===== config.mk =====
export PLATFORM = sky130hd
export DESIGN_NAME = cbm2_segment
export DESIGN_NICKNAME = d
export VERILOG_FILES = /design/src/rtl/cbm2_segment.sv
export SDC_FILE = /design/constraint.sdc
export NUM_CORES = 1
export LEC_CHECK = 0
export CORE_AREA = 5 5 47 49
export CTS_CLUSTER_DIAMETER = 50
export CTS_CLUSTER_SIZE = 16
export DETAILED_ROUTE_END_ITERATION = 16
export DIE_AREA = 0 0 52 54
export DONT_BUFFER_PORTS = 1
export PLACE_DENSITY = 0.73
export SETUP_SLACK_MARGIN = 0.05
export SLEW_MARGIN = 20
export SYNTH_ARGS = -nofsm -noshare
export SYNTH_HDL_FRONTEND = slang
export SYNTH_SLANG_ARGS = --single-unit

===== constraint.sdc =====
create_clock -name clk_sys -period 1.6 [get_ports clk_sys]
set_input_delay 0.4 -clock clk_sys [delete_from_list [all_inputs] [get_ports clk_sys]]
set_output_delay 0.4 -clock clk_sys [all_outputs]
set_load 0.05 [all_outputs]

===== src/rtl/cbm2_segment.sv =====
// 6509-style segment generator: execution/indirect segment registers at $0000/$0001,
// (zp),Y cycle tracking, and the per-cycle segment that prefixes the CPU address.
module cbm2_segment (
  input  logic        clk_sys,
  input  logic        reset_n,
  input  logic        cpu_en,
  input  logic [15:0] cpuAddr,
  input  logic        cpuWe,
  input  logic        cpuSync,
  input  logic [7:0]  cpuDo,
  input  logic [7:0]  busDi,
  output logic [7:0]  cpuDi,
  output logic [7:0]  cpuSeg,
  output logic [3:0]  execSeg,
  output logic [3:0]  indSeg,
  output logic        regAccess
);

  typedef enum logic [2:0] {
    IDLE = 3'd0,
    T1   = 3'd1,
    T2   = 3'd2,
    T3   = 3'd3,
    IND1 = 3'd4,
    IND2 = 3'd5
  } state_t;

  state_t     state;
  logic [3:0] exec_reg;
  logic [3:0] ind_reg;
  logic       in_ind;

  // Only LDA (zp),Y and STA (zp),Y reach into the indirect segment.
  function automatic logic is_ind_opcode(input logic [7:0] op);
    return (op == 8'hB1) || (op == 8'h91);
  endfunction

  assign regAccess = (cpuAddr[15:1] == 15'd0);
  assign execSeg   = exec_reg;
  assign indSeg    = ind_reg;
  assign in_ind    = (state == IND1) || (state == IND2);

  always_comb begin
    cpuDi = busDi;
    if (regAccess)
      cpuDi = cpuAddr[0] ? {4'h0, ind_reg} : {4'h0, exec_reg};
  end

  // An opcode fetch always runs from the execution segment, which also ends a
  // non-page-crossing $B1 right after IND1.
  always_comb begin
    cpuSeg = {4'h0, exec_reg};
    if (in_ind && !cpuSync)
      cpuSeg = {4'h0, ind_reg};
  end

  always_ff @(posedge clk_sys or negedge reset_n) begin
    if (!reset_n) begin
      state    <= IDLE;
      exec_reg <= 4'hF;
      ind_reg  <= 4'hF;
    end else if (cpu_en) begin
      if (cpuWe && regAccess) begin
        if (cpuAddr[0])
          ind_reg  <= cpuDo[3:0];
        else
          exec_reg <= cpuDo[3:0];
      end

      if (cpuSync) begin
        state <= is_ind_opcode(cpuDi) ? T1 : IDLE;
      end else begin
        // A write during the operand/pointer cycles can only be an interrupt push.
        case (state)
          T1:      state <= cpuWe ? IDLE : T2;
          T2:      state <= cpuWe ? IDLE : T3;
          T3:      state <= cpuWe ? IDLE : IND1;
          IND1:    state <= IND2;
          IND2:    state <= IDLE;
          default: state <= IDLE;
        endcase
      end
    end
  end

endmodule

### Yosys cells after proc, flatten, opt, wreduce, memory -nomap -nowiden

Cells that the tools add are included.

* register bits after elaboration: 11
* memories: 0
* bits in latches: 0
* bits in read-only memories: 0
* output and inout port bits: 25
* memory bits (writable): 0

* equal/unequal tests: 7
* divide/modulo/power cells: 0
* multiply operators: 0
* reduce and logical (&&, ||, !) cells: 8
* shifts and indexed selects: 0
* mux-type cells: 9
* bitwise logic cells: 1
* order comparisons: 0
* $add $sub $neg: 0

Operators with widths (number)
* $eq A8 B8 Y1 const B: 2
* $logic_not A15 Y1: 1
* $pmux W3 S4: 1
* $mux W4: 2
* $mux W8: 1
* $eq A3 B2 Y1 const B: 2
* $eq A3 B3 Y1 const B: 2
* $mux W3: 2
* $reduce_and A3 Y1: 2
* $mux W2: 2
* $eq A3 B1 Y1 const B: 1
* $logic_and A1 B1 Y1: 2
* $logic_or A1 B1 Y1: 2
* $logic_not A1 Y1: 1
* $mux W1: 1
* $not A1 Y1: 1

### Longest topological paths before layout

* depth after elaboration: 6
* mapped depth: 5
* gate-level depth less buffers: 5

### Worst setup path after synthesis

OpenSTA, ideal clock, no wires.

* path type: input -> output
* start: input port cpuAddr[3]
* end: output port cpuDi[0]
* arrival: 2213 ps
* data required time: 1200 ps
* cell stages on the path: 4
* path slack: -1013 ps
* cell sequence: nor4_2 nand4_2 clkbuf_1 o21ai_0

* longest elaborated chain between the ends: 2

RTL lines
* start: declaration: RTL line 7 `input logic [15:0] cpuAddr,`
* $logic_not A15 Y1: RTL line 38 `assign regAccess = (cpuAddr[15:1] == 15'd0);`
* $mux W8: RTL line 45 `if (regAccess)`
* end: declaration: RTL line 12 `output logic [7:0] cpuDi,`

No other way between the ends.

### Worst setup path after layout

* start: register state[1]
* end: output port cpuSeg[1]

* longest elaborated chain between the ends: 4
* elaborated cells between the ends (all ways): 5
* those cells by class: 2 x eq/ne; 1 x mux; 2 x reduce/logical

RTL lines
* start: declaration: RTL line 28 `state_t state;`
* start signal: assignment: RTL line 71 `state <= is_ind_opcode(cpuDi) ? T1 : IDLE;`
* start signal: assignment: RTL line 75 `T1: state <= cpuWe ? IDLE : T2;`
* start signal: assignment: RTL line 76 `T2: state <= cpuWe ? IDLE : T3;`
* $eq A3 B3 Y1: RTL line 41 `assign in_ind = (state == IND1) || (state == IND2);`
* $logic_or A1 B1 Y1 (*): RTL line 41
* $logic_and A1 B1 Y1 (*): RTL line 53 `if (in_ind && !cpuSync)`
* $mux W4 (*): RTL line 53
* end: declaration: RTL line 13 `output logic [7:0] cpuSeg,`

Every way passes the cells marked *; elsewhere a longest branch is shown, timed or not.

==> impl_metrics.toml <==
[setup_path]
worstPathCellList = "nor3b_4 > buf_6 > mux2_4"
worstSetupEndpoint = "cpuSeg[1]"
cp_max_fo = 4
path_depth = 3
critPathLaunch = "state[1]"
cp.arrival_ns = 1.40
critPathCaptureType = "primary output"
crit_type = "flop to primary output"
r2r_end = "state[0]"
reg2reg_from = "state[1]"
r2r_slack_ns = 0.32
cpMaxStageDelayCell = "dfrtp_1"
worstPathRequired_ns = 1.20
crit_buf_inv = 1
cp_top_family = "flip-flops"
startpoint_type = "flop"
critPathMaxStageDelay_ns = 0.41
r2r_cells = 5

[cells_and_area]
final_cell_area_sq_um = 1180
multi_input_area_sq_um = 579
register_area_sq_um = 285
syn2layout_area_growth_pct = 49.9
final_util_pct = 64.6
final_layout_size_suffix_gt1_share_pct = 69.1
fin_cells = 121
layout.nets = 132
num_antenna_cells = 0
fillers = 142

[synthesis]
ys_seq_area_share_pct = 36.4
synth_top_cell_area_share_pct = 26.8
ys_ff_latch = 11
ys.flop_type = "dfstp_2"
netlist_top_cells_count = "dfstp_2, mux2_2, mux2i_1, nand2_1, and2_1"
synth-warning-count = 0
synthArstFlopShare_pct = 100
netlist_area_sq_um = 785
synth_area_leaders = "dfstp_2, mux2_2, dfrtp_1"
synth_cell_types = 26
synth_edf_count = 0
synth_area_per_cell_sq_um = 10.9
synth.largest_area_cell = "dfstp_2"
synth_cells = 72

[sta]
finalCritPeriodShare_pct = 113
final_hold_viol_count = 0
rsz0062_at_grt = "yes"
setup_ws_ns = -0.201
setup-tns-final_ns = -1.27
worstMarginPinSlew_ns = 0.519
setup_violations = 13
fin_crit_ns = 1.80
relSlewSlack_pct = 65.3
finalMaxSlewViolations = 0
fmax_mhz = 555
finClkSkew_ns = 0.0000236

[power_and_ir_drop]
switching_power_w = 0.000178
peakVddDrop_v = 0.000419
cellInternalPower_w = 0.000422
netSwitchingFraction_pct = 29.6
seq_power_share_pct = 46.6
clockPowerShare_pct = 31.8
power_w = 0.000600
p_per_area_nw_per_um2 = 510
p_leak_nw = 0.505
p_comb_share_pct = 21.6

[placed_design]
dpl_cell_area_sq_um = 1090
gp_congestion = 0.732
place_inst = 113
portBuffers = 0
hpwl_um = 1770

[worst_hold_path]
hold_class = "input port to flop"
hold_path_depth = 1

[clock_tree]
tritoncts = "done"
cts_root_buf = "clkbuf_4"
clock_latency_ns = 0.26
clkTransAtPathRegs_ns = 0.07
htreeDepth = 1
cts.sinks = 11
numCtsBuffers = 3
clockBufferDepth = 2

[detailed_routing]
via_per_inst = 5.36
vias = 648
drt_iter0_markers = 8
routedWlPerCell_um = 17.5
drc = 0
wirelength_um = 2120
antenna_left = 0
drtPass1Iterations = 4

[global_routing]
grt_pass1_wl_um = 2960
grt-busiest-layer = "met2"
met1_usage_pct = 15.0
antenna_found_initial = 0
grt_start_max_net_pins = 15
grt_pass1_vias = 679
grt.met3_usage_pct = 3.05
grtUsageMet2_pct = 27.6
grt-ovfl-total = 0
gr-usage-all-layers_pct = 14.3

[die]
die_area_sq_um = 2810
start_util_pct = 43.1
chipWidth_um = 52
design.portCount = 62
rows = 16
fp.dieH_um = 54
core_area_sq_um = 1820

[job]
maxCapViolCount = 0

[status]
violations = "negative setup slack"
outcome = "finished, violations left"
sequential cells by signal, indices dropped and copies added, names as in the netlist:
name,cells
execSeg,4
state,3
indSeg,4
layer usage:
metal / wire [um] / up-vias
li1: - / 300
met1: 750 / 306
met2: 1170 / 42
met3: 200 / 0
met4: 0 / 0
met5: 0 / -
layout make-up:
class,count,share of cell area (%)
Clock buffer,4,2.23
Inverter,2,0.851
Multi-Input combinational cell,55,49.3
Sequential cell,11,24.3
Tap cell,27,2.87
Timing Repair Buffer,22,20.5
kinds of logic after synthesis:
family | Yosys count | synth area share [%]
AOI/OAI and AO/OA | 8 | 7.18
muxes | 18 | 26.8
other | 1 | 0.478
and+or+nand+nor | 25 | 23.0
DFF | 11 | 36.4
buffers and inverters | 9 | 6.22
worst min path at each step:
stage / from / endpoint / slack [ns]
after global placement: reset_n / state[1] / 0.10
after detailed placement: reset_n / state[1] / 0.10
after floorplan: reset_n / state[0] / 0.10
after CTS: cpuDo[2] / execSeg[2] / 0.27
final: cpuDo[2] / execSeg[2] / 0.28
after global routing: cpuDo[2] / execSeg[2] / 0.26
through the flow:
| step | setup WS (ns) | hold WS [ns] |
|---|---|---|
| floorplan | -0.206 | 0.104 |
| global placement | -0.159 | 0.105 |
| detailed placement | -0.169 | 0.105 |
| CTS | -0.228 | 0.273 |
| global route | -0.270 | 0.259 |
| finish | -0.201 | 0.278 |
placed cells by master, fill, tap and decap left out, drive strengths merged:
cell type and n:
a221o 1, a22o 1, a32o 1, and2 5
buf 21, clkbuf 4, conb 4, dfrtp 3
dfstp 8, dlygate4sd3 1, inv 2, mux2 12
mux2i 6, nand2 6, nand3 1, nand4 1
nor2 2, nor3 2, nor3b 2, nor4 5
o21ai 4, o31ai 1, or4b 1
power by group through the flow:
| stage | clock, W | combinational (W) | sequential, W |
|---|---|---|---|
| 2_1_floorplan | 0 | 0.000102 | 0.000284 |
| 5_1_grt | 0.000216 | 0.000135 | 0.000280 |
| 3_5_place_dp | 0 | 0.000119 | 0.000284 |
| 4_1_cts | 0.000197 | 0.000130 | 0.000279 |
| 6_report | 0.000191 | 0.000130 | 0.000280 |
| 3_3_place_gp | 0 | 0.000118 | 0.000284 |
worst register-to-register path: stages (launching register included):
cell and delay [ns]:
dfrtp_1 0.41, buf_4 0.14, buf_4 0.15, mux2i_1 0.14, nor4_1 0.06, a221o_1 0.26
timing repair:
| action | CTS | global route |
|---|---|---|
| pin swaps | 5 | 1 |
| setup buffers | 2 | 1 |
| endpoints found under the setup margin | 13 | 17 |
| hold buffers | 1 | 0 |
| resized for setup | 12 | 0 |
| endpoints found under the hold margin | 11 | 0 |
Note: power is estimated with default switching activity, not from simulation.
